$ cat config.mk
export PLATFORM = sky130hd
export DESIGN_NAME = seq_normalizer_flat
export DESIGN_NICKNAME = d
export VERILOG_FILES = /design/src/rtl/seq_normalizer_pkg.sv /design/src/rtl/seq_normalizer_if.sv /design/src/rtl/seq_normalizer.sv /design/src/flat_wrapper.sv
export SDC_FILE = /design/constraint.sdc
export NUM_CORES = 1
export LEC_CHECK = 0
export BUFFER_PORTS_ARGS = -buffer_cell sky130_fd_sc_hd__buf_4
export CAP_MARGIN = 20
export CORE_UTILIZATION = 39
export DETAILED_ROUTE_END_ITERATION = 6
export GPL_ROUTABILITY_DRIVEN = 0
export HOLD_SLACK_MARGIN = 0.08
export PLACE_DENSITY = 0.73
export SLEW_MARGIN = 20
export SYNTH_ARGS = -nofsm -noshare
export SYNTH_HDL_FRONTEND = slang
export SYNTH_SLANG_ARGS = --single-unit
$ cat constraint.sdc
create_clock -name clk -period 3.06 [get_ports clk]
set_input_delay 0.765 -clock clk [delete_from_list [all_inputs] [get_ports clk]]
set_output_delay 0.765 -clock clk [all_outputs]
set_load 0.05 [all_outputs]
$ cat src/rtl/seq_normalizer_pkg.sv
// Shared definitions for the sequential left-normalizer: state encodings and
// the count-width helper.
package seq_normalizer_pkg;

  localparam logic [1:0] ST_IDLE  = 2'd0;
  localparam logic [1:0] ST_SHIFT = 2'd1;
  localparam logic [1:0] ST_DONE  = 2'd2;

  // Count must be able to represent WIDTH itself (all-zero word).
  function automatic int cnt_w(input int width);
    return $clog2(width + 1);
  endfunction

endpackage

$ cat src/rtl/seq_normalizer_if.sv
// Valid/ready bus between the upstream stage, the normalizer and its consumer.
// master = environment side, slave = normalizer side.
interface seq_normalizer_if
  import seq_normalizer_pkg::*;
#(
  parameter int WIDTH = 4,
  parameter int CNT_W = cnt_w(WIDTH)
);

  logic             in_valid;
  logic             in_ready;
  logic [WIDTH-1:0] in_data;
  logic             out_valid;
  logic             out_ready;
  logic [WIDTH-1:0] out_data;
  logic [CNT_W-1:0] out_lz;
  logic             out_zero;

  modport master (
    output in_valid, in_data, out_ready,
    input  in_ready, out_valid, out_data, out_lz, out_zero
  );

  modport slave (
    input  in_valid, in_data, out_ready,
    output in_ready, out_valid, out_data, out_lz, out_zero
  );

endinterface

$ cat src/rtl/seq_normalizer.sv
// Sequential left-normalizer: shifts an accepted word left one bit per clock
// until its MSB is set, reporting the shift (leading-zero) count.
module seq_normalizer
  import seq_normalizer_pkg::*;
#(
  parameter int WIDTH = 4,
  localparam int CNT_W = cnt_w(WIDTH)
) (
  input  logic            clk,
  input  logic            rst,
  seq_normalizer_if.slave bus
);

  logic [1:0]       state_q, state_d;
  logic [WIDTH-1:0] data_q,  data_d;
  logic [CNT_W-1:0] lz_q,    lz_d;
  logic             zero_q,  zero_d;

  always_comb begin
    state_d = state_q;
    data_d  = data_q;
    lz_d    = lz_q;
    zero_d  = zero_q;
    case (state_q)
      ST_IDLE: begin
        if (bus.in_valid) begin
          data_d = bus.in_data;
          lz_d   = '0;
          zero_d = 1'b0;
          if (bus.in_data == '0) begin
            zero_d  = 1'b1;
            lz_d    = CNT_W'(WIDTH);
            data_d  = '0;
            state_d = ST_DONE;
          end else if (bus.in_data[WIDTH-1]) begin
            state_d = ST_DONE;
          end else begin
            state_d = ST_SHIFT;
          end
        end
      end
      ST_SHIFT: begin
        data_d = data_q << 1;
        lz_d   = lz_q + CNT_W'(1);
        // Leave on the edge that brings the next-highest bit into the MSB.
        if (data_q[WIDTH-2]) begin
          state_d = ST_DONE;
        end
      end
      ST_DONE: begin
        if (bus.out_ready) begin
          state_d = ST_IDLE;
        end
      end
      default: state_d = ST_IDLE;
    endcase
  end

  always_ff @(posedge clk or posedge rst) begin
    if (rst) begin
      state_q <= ST_IDLE;
      data_q  <= '0;
      lz_q    <= '0;
      zero_q  <= 1'b0;
    end else begin
      state_q <= state_d;
      data_q  <= data_d;
      lz_q    <= lz_d;
      zero_q  <= zero_d;
    end
  end

  assign bus.in_ready  = (state_q == ST_IDLE);
  assign bus.out_valid = (state_q == ST_DONE);
  assign bus.out_data  = data_q;
  assign bus.out_lz    = lz_q;
  assign bus.out_zero  = zero_q;

endmodule

$ cat src/flat_wrapper.sv
// flat-port wrapper written by rule: the top's interface ports become plain ports
module seq_normalizer_flat import seq_normalizer_pkg::*;
#(
  parameter int WIDTH = 4,
  localparam int CNT_W = cnt_w(WIDTH)
)
  (clk, rst, bus_in_valid, bus_in_data, bus_out_ready, bus_in_ready, bus_out_valid, bus_out_data, bus_out_lz, bus_out_zero);
  seq_normalizer_if #(.WIDTH(WIDTH)) bus_i ();
  input  logic clk;
  input  logic rst;
  input wire logic [$bits(bus_i.in_valid)-1:0] bus_in_valid;
  input wire logic [$bits(bus_i.in_data)-1:0] bus_in_data;
  input wire logic [$bits(bus_i.out_ready)-1:0] bus_out_ready;
  output wire logic [$bits(bus_i.in_ready)-1:0] bus_in_ready;
  output wire logic [$bits(bus_i.out_valid)-1:0] bus_out_valid;
  output wire logic [$bits(bus_i.out_data)-1:0] bus_out_data;
  output wire logic [$bits(bus_i.out_lz)-1:0] bus_out_lz;
  output wire logic [$bits(bus_i.out_zero)-1:0] bus_out_zero;
  assign bus_i.in_valid = bus_in_valid;
  assign bus_i.in_data = bus_in_data;
  assign bus_i.out_ready = bus_out_ready;
  assign bus_in_ready = bus_i.in_ready;
  assign bus_out_valid = bus_i.out_valid;
  assign bus_out_data = bus_i.out_data;
  assign bus_out_lz = bus_i.out_lz;
  assign bus_out_zero = bus_i.out_zero;
  seq_normalizer #(.WIDTH(WIDTH)) u_core (.clk(clk), .rst(rst), .bus(bus_i));
endmodule
==> tab_implementation.tex, run 1 <==
\begin{tabular}{lr}
\hline
Metric & Value \\
\hline
\multicolumn{2}{l}{\textbf{Outcome}} \\
\quad Result of the run & finished, final reports clean \\
\multicolumn{2}{l}{\textbf{Routing}} \\
\quad Avg Vias per Cell & 5.41 \\
\quad Detail-routed net length per standard cell & 13.4 um \\
\quad Router iterations before antenna repair & 4 \\
\quad Remaining number of nets flagged by the antenna check after routing & 0 \\
\quad Sum of routed wire length over all layers & 1170 um \\
\quad Total number of vias & 471 \\
\quad Initial DRC count & 7 \\
\quad Number of design rule violations left after detail routing & 0 \\
\multicolumn{2}{l}{\textbf{Floorplan}} \\
\quad Floorplan Core Area & 1160 um\^{}2 \\
\quad Die area & 1450 um\^{}2 \\
\quad Horiz. Die Dim & 38.1 um \\
\quad Die boundary height & 38.1 um \\
\quad Row Count & 12 \\
\quad Initial Utilization & 43.9\% \\
\quad Count of pins on the block boundary & 18 \\
\multicolumn{2}{l}{\textbf{STA}} \\
\quad Sum of negative setup slack & 0 ns \\
\quad Hold slack & 0.473 ns \\
\quad Clock period minus worst slack & 2.02 ns \\
\quad F\_max & 0.496 GHz \\
\quad Final count of hold timing violations & 0 \\
\quad RSZ-0062 raised after global routing & false \\
\quad Clock Skew & 0.00340 ns \\
\quad Setup Viol. Count Final & 0 \\
\quad Part of the cycle the worst path needs & 65.9\% \\
\quad Fin. max-slew vios & 0 \\
\quad Transition at the pin with the smallest max-transition slack & 0.394 ns \\
\quad Worst slew margin & 73.7\% \\
\multicolumn{2}{l}{\textbf{Clock tree}} \\
\quad Count of clock tree sinks & 10 \\
\quad Clock transition time at the flip-flop clock pins of the worst setup and hold paths & 0.07 ns \\
\quad TritonCTS clock tree & done \\
\quad TritonCTS buffer count & 3 \\
\quad Hold bufs inserted after CTS & 0 \\
\quad Number of buffers inserted to repair setup after CTS & 0 \\
\quad Post\_cts resized & 0 \\
\quad CTS H-tree lvls & 1 \\
\quad Source-to-sink clock delay at the later pin of the worst-skew pair & 0.27 ns \\
\quad CTS root buf & clkbuf\_4 \\
\quad Maximum count of clock buffers along a single path & 2 \\
\multicolumn{2}{l}{\textbf{Worst setup path}} \\
\quad CP Max Fanout & 12 \\
\quad Capture point of the worst reg-to-reg path & u\_core.bus.out\_lz[2] \\
\quad Data arrival time at the worst-slack endpoint & 1.25 ns \\
\quad Flop-to-flop setup slack & 1.58 ns \\
\quad Kind of start point of the critical path & flop \\
\quad Register-to-Register Path Depth & 3 \\
\quad CP required & 2.29 ns \\
\quad Type of element capturing the critical path & primary output \\
\quad Timing endpoint of the critical path & bus\_out\_valid \\
\quad Startpoint of the worst setup timing path & u\_core.state\_q[1] \\
\quad Worst setup path class & reg -> out \\
\quad Worst flop-to-flop path startpoint & u\_core.state\_q[0] \\
\multicolumn{2}{l}{\textbf{GRT}} \\
\quad Global-route usage over all layers & 19.1\% \\
\quad Number of antenna violations at the first check in global routing & 0 \\
\quad First-pass GRT wire length & 1850 um \\
\quad Fraction of met2 tracks used by global routing & 30.1\% \\
\quad Met3 demand-to-capacity share in global routing & 5.23\% \\
\quad Global routing's busiest layer & met2 \\
\quad Number of global-route vias before repair & 437 \\
\quad Largest net degree at the start of global routing & 14 \\
\quad Overall overflow remaining after global route & 0 \\
\quad Routing usage on met1 & 23.2\% \\
\multicolumn{2}{l}{\textbf{Finish}} \\
\quad Final \#Nets & 83 \\
\quad Fill cells & 107 \\
\quad Most frequent cells in the layout & buf\_4 (17), dfrtp\_1 (10), nand2\_1 (7), o21ai\_0 (7) \\
\quad Most common cell after layout, fill and taps aside & buf\_4 \\
\quad Ant diodes & 0 \\
\quad Synthesis-to-finish area growth & 34.2\% \\
\quad Fraction of layout cells with a size suffix above 1 & 30.1\% \\
\quad Final design utilization & 59.0\% \\
\multicolumn{2}{l}{\textbf{Logic synthesis}} \\
\quad Ys Warns & 0 \\
\quad Post-Synthesis Cells & 54 \\
\quad Mean instance size in the synthesized netlist & 9.41 um\^{}2 \\
\quad Number of library cell types mapped by synthesis & 21 \\
\quad Cell area after synthesis & 508 um\^{}2 \\
\quad Post-synthesis sequential area ratio & 49.3\% \\
\quad Total nets after synthesis & 63 \\
\quad Synth Register Bits & 10 \\
\multicolumn{2}{l}{\textbf{Pwr}} \\
\quad PwrDens & 1230 nW/um\^{}2 \\
\quad Leak & 0.349 nW \\
\quad Total power after layout & 0.000842 W \\
\quad Max VDD drop & 0.566 mV \\
\multicolumn{2}{l}{\textbf{Placed design}} \\
\quad \# port buffers & 17 \\
\quad Estimated wirelength of the detail-placed design & 883 um \\
\multicolumn{2}{l}{\textbf{Flow run}} \\
\quad Max-Cap Viols & 0 \\
\multicolumn{2}{l}{\textbf{Min path}} \\
\quad Path type of the worst min-delay path & in -> async \\
\hline
\end{tabular}
==> area by class of cell <==
class | count | area [um^2] | area share, %
Sequential cell | 10 | 250 | 36.7
Multi-Input combinational cell | 40 | 243 | 35.6
Timing Repair Buffer | 17 | 128 | 18.7
Clock buffer | 4 | 36.3 | 5.32
Tap cell | 14 | 17.5 | 2.57
Inverter | 2 | 7.51 | 1.10
==> critical path, stage by stage (launching register included) <==
cell     delay [ns]
dfrtp_1        0.54
nor2b_1        0.22
buf_4          0.22
==> synth_stat cells <==
library cell / instances / share of area, %
or3b_4: 1 / 2.2
and3b_1: 2 / 3.4
nor3b_1: 1 / 1.5
nand2b_1: 1 / 1.2
nand3_1: 1 / 0.98
nor2b_1: 4 / 4.9
a22o_1: 1 / 1.7
and2b_1: 2 / 3.0
o21ai_0: 7 / 6.9
clkbuf_1: 2 / 1.5
a22oi_1: 2 / 3.0
o32ai_1: 1 / 1.7
nor3_1: 1 / 0.98
o21bai_1: 1 / 1.5
nor2_1: 2 / 1.5
or3b_1: 1 / 1.7
inv_1: 2 / 1.5
ha_1: 1 / 2.5
dfrtp_1: 10 / 49
a21oi_1: 4 / 3.9
nand2_1: 7 / 5.2
==> kinds of logic (layout without fill, tap and decap cells) <==
kind of cell	after synthesis	count (layout)	synth area share [%]
flip-flops	10	10	49.3
adder cells (fa/ha/maj)	1	1	2.46
AND/OR/NAND/NOR	23	23	26.6
AO/OA/AOI/OAI	16	16	18.7
buffers and inverters	4	23	2.96
==> metrics by stage <==
step / instance area [um^2] / instances / worst slack [ns]
floorplan: 508 / 54 / 0.930
global placement: 646 / 83 / 1.28
detailed placement: 646 / 83 / 1.26
CTS: 682 / 87 / 1.06
global route: 682 / 87 / 0.960
finish: 682 / 87 / 1.04
==> registers in the layout, indices dropped and copies added, names as in the netlist <==
name,flops
u_core.bus.out_lz,3
u_core.bus.out_zero,1
u_core.bus.out_data,4
u_core.state_q,2
==> how the worst min path moves through the flow <==
stage                            from                endpoint  slack (ns)
2_1_floorplan       u_core.state_q[1]       u_core.state_q[1]        0.58
3_3_place_gp   u_core.bus.out_data[3]  u_core.bus.out_data[3]        0.47
3_5_place_dp      u_core.bus.out_zero     u_core.bus.out_zero        0.48
4_1_cts                           rst    u_core.bus.out_lz[0]        0.49
5_1_grt                           rst       u_core.state_q[0]        0.50
6_report                          rst    u_core.bus.out_lz[0]        0.47
==> where the power goes <==
| part | total (W) | switching, W | leakage (nW) | internal [W] |
|---|---|---|---|---|
| logic | 0.000451 | 0.000301 | 0.199 | 0.000150 |
| registers | 0.000269 | 0.0000803 | 0.129 | 0.000188 |
| clock network | 0.000122 | 0.0000497 | 0.0210 | 0.0000722 |
| total | 0.000842 | 0.000431 | 0.349 | 0.000411 |
==> metal layers <==
layer  up-vias  part of all wire, %
li1        226                    -
met1       221                   43
met2        20                   50
met3         4                  5.9
met4         0                  1.6
met5         -                    0
(Power assumes the default switching activity.)
==> run 2: changes to the inputs <==
- clock period: 3.06 -> 2 ns (I/O delays scaled with it)
==> run 2 against run 1 <==
Against the previous run: via count decreased by 1.7%; largest power group unchanged; worst hold slack got worse by 0.26 ns; die area unchanged; critical path type unchanged.
==> tab_implementation.tex, run 2 (same netlist as run 1, synthesis figures left out) <==
\begin{tabular}{lr}
\hline
Metric & Value \\
\hline
\multicolumn{2}{l}{\textbf{STA}} \\
\quad Final count of hold timing violations & 0 (unchanged) \\
\quad Setup Viol. Count Final & 0 (unchanged) \\
\quad Sum of negative setup slack & 0 ns (unchanged) \\
\quad F\_max & 0.577 GHz \\
\quad RSZ-0062 raised after global routing & false (unchanged) \\
\quad Clock Skew & 0.000751 ns (was 0.00340 ns) \\
\quad Fin. max-slew vios & 0 (unchanged) \\
\quad Clock period minus worst slack & 1.73 ns \\
\quad Transition at the pin with the smallest max-transition slack & 0.389 ns (was 0.394 ns) \\
\quad Worst slew margin & 74.1\% (was 73.7\%) \\
\quad Part of the cycle the worst path needs & 86.7\% \\
\quad Hold slack & 0.215 ns (was 0.473 ns) \\
\multicolumn{2}{l}{\textbf{Worst setup path}} \\
\quad CP Max Fanout & 12 (unchanged) \\
\quad Flop-to-flop setup slack & 0.52 ns (was 1.58 ns) \\
\quad Type of element capturing the critical path & primary output (unchanged) \\
\quad Data arrival time at the worst-slack endpoint & 1.23 ns (was 1.25 ns) \\
\quad Register-to-Register Path Depth & 3 (unchanged) \\
\quad Capture point of the worst reg-to-reg path & u\_core.bus.out\_lz[2] (unchanged) \\
\quad Startpoint of the worst setup timing path & u\_core.state\_q[1] (unchanged) \\
\quad Kind of start point of the critical path & flop (unchanged) \\
\quad Worst flop-to-flop path startpoint & u\_core.state\_q[0] (unchanged) \\
\quad Worst setup path class & reg -> out (unchanged) \\
\quad CP required & 1.50 ns (was 2.29 ns) \\
\multicolumn{2}{l}{\textbf{Routing}} \\
\quad Router iterations before antenna repair & 4 (unchanged) \\
\quad Total number of vias & 463 (was 471) \\
\quad Number of design rule violations left after detail routing & 0 (unchanged) \\
\quad Avg Vias per Cell & 5.32 (was 5.41) \\
\quad Initial DRC count & 10 (was 7) \\
\quad Remaining number of nets flagged by the antenna check after routing & 0 (unchanged) \\
\quad Sum of routed wire length over all layers & 1100 um (was 1170 um) \\
\quad Detail-routed net length per standard cell & 12.6 um (was 13.4 um) \\
\multicolumn{2}{l}{\textbf{GRT}} \\
\quad Number of antenna violations at the first check in global routing & 0 (unchanged) \\
\quad First-pass GRT wire length & 1860 um (was 1850 um) \\
\quad Largest net degree at the start of global routing & 14 (unchanged) \\
\quad Overall overflow remaining after global route & 0 (unchanged) \\
\quad Number of global-route vias before repair & 422 (was 437) \\
\quad Global-route usage over all layers & 19.4\% (was 19.1\%) \\
\multicolumn{2}{l}{\textbf{Placed design}} \\
\quad \# port buffers & 17 (unchanged) \\
\quad Estimated wirelength of the detail-placed design & 854 um (was 883 um) \\
\multicolumn{2}{l}{\textbf{Pwr}} \\
\quad Max VDD drop & 0.700 mV (was 0.566 mV) \\
\quad PwrDens & 1870 nW/um\^{}2 (was 1230 nW/um\^{}2) \\
\quad Leak & 0.349 nW (unchanged) \\
\multicolumn{2}{l}{\textbf{Floorplan}} \\
\quad Count of pins on the block boundary & 18 (unchanged) \\
\quad Floorplan Core Area & 1160 um\^{}2 (unchanged) \\
\quad Initial Utilization & 43.9\% (unchanged) \\
\quad Die boundary height & 38.1 um (unchanged) \\
\quad Horiz. Die Dim & 38.1 um (unchanged) \\
\quad Die area & 1450 um\^{}2 (unchanged) \\
\quad Row Count & 12 (unchanged) \\
\multicolumn{2}{l}{\textbf{Clock tree}} \\
\quad Hold bufs inserted after CTS & 0 (unchanged) \\
\quad Count of clock tree sinks & 10 (unchanged) \\
\quad Number of buffers inserted to repair setup after CTS & 0 (unchanged) \\
\quad Maximum count of clock buffers along a single path & 2 (unchanged) \\
\quad TritonCTS buffer count & 3 (unchanged) \\
\quad CTS H-tree lvls & 1 (unchanged) \\
\quad TritonCTS clock tree & done (unchanged) \\
\quad Clock transition time at the flip-flop clock pins of the worst setup and hold paths & 0.06 ns (was 0.07 ns) \\
\quad Source-to-sink clock delay at the later pin of the worst-skew pair & 0.26 ns (was 0.27 ns) \\
\quad Post\_cts resized & 0 (unchanged) \\
\quad CTS root buf & clkbuf\_4 (unchanged) \\
\multicolumn{2}{l}{\textbf{Finish}} \\
\quad Synthesis-to-finish area growth & 34.2\% (unchanged) \\
\quad Most common cell after layout, fill and taps aside & buf\_4 (unchanged) \\
\quad Area used by multi-input combinational logic & 243 um\^{}2 (unchanged) \\
\quad Combined flip-flop and latch cell area & 250 um\^{}2 (unchanged) \\
\quad Final \#Nets & 83 (unchanged) \\
\quad Largest register FFs & 4 (unchanged) \\
\quad Fill cells & 111 (was 107) \\
\quad Fraction of layout cells with a size suffix above 1 & 30.1\% (unchanged) \\
\quad Ant diodes & 0 (unchanged) \\
\quad Most frequent cells in the layout & buf\_4 (17), dfrtp\_1 (10), nand2\_1 (7), o21ai\_0 (7) (unchanged) \\
\multicolumn{2}{l}{\textbf{Outcome}} \\
\quad Result of the run & finished, final reports clean (unchanged) \\
\multicolumn{2}{l}{\textbf{Min path}} \\
\quad Path type of the worst min-delay path & in -> async (unchanged) \\
\multicolumn{2}{l}{\textbf{Flow run}} \\
\quad Max-Cap Viols & 0 (unchanged) \\
\hline
\end{tabular}
## run 2: cell counts in the layout (fill, tap and decap cells not counted)
Identical to the previous run, type by type.
## run 2: worst max path at each step
stage	endpoint	cells after the start	slack, ns
2_1_floorplan	bus_out_valid	2	0.13
3_3_place_gp	u_core.bus.out_lz[2]	4	0.48
3_5_place_dp	u_core.bus.out_lz[2]	4	0.45
4_1_cts	bus_out_valid	2	0.25
5_1_grt	bus_out_valid	2	0.18
6_report	bus_out_valid	2	0.27
## run 2: worst max-delay path, cell delays in order (launching register included)
cell,delay [ns]
dfrtp_1,0.52
nor2b_1,0.22
buf_4,0.22
## run 2: final cells by class
type	count	share of cell area [%]
clock buffer	4	5.32
sequential	10	36.7
inverter	2	1.10
tap	14	2.57
timing repair buffer	17	18.7
multi-input combinational	40	35.6
## run 2: routing by layer
layer / vias up / share of wire, % / GRT usage (%)
met4: 0 / 1.3 / 10.7
met5: - / 0 / 0
li1: 226 / - / -
met2: 13 / 51 / 30.9
met3: 2 / 4.8 / 6.98
met1: 222 / 43 / 22.1
## run 2: where the power goes
part / switching, W / internal, W
sequential: 0.000122 / 0.000288
combinational: 0.000459 / 0.000230
clock: 0.0000667 / 0.000110
## run 2: metrics by stage
step           cells  setup slack, ns  area, um^2  power (W)  utilization [%]
4_1_cts           87            0.254         682    0.00129             59.0
5_1_grt           87            0.183         682    0.00136             59.0
3_5_place_dp      83            0.452         646    0.00111             55.8
6_report          87            0.267         682    0.00128             59.0
3_3_place_gp      83            0.485         646    0.00109             55.8
2_1_floorplan     54            0.135         508   0.000890                -
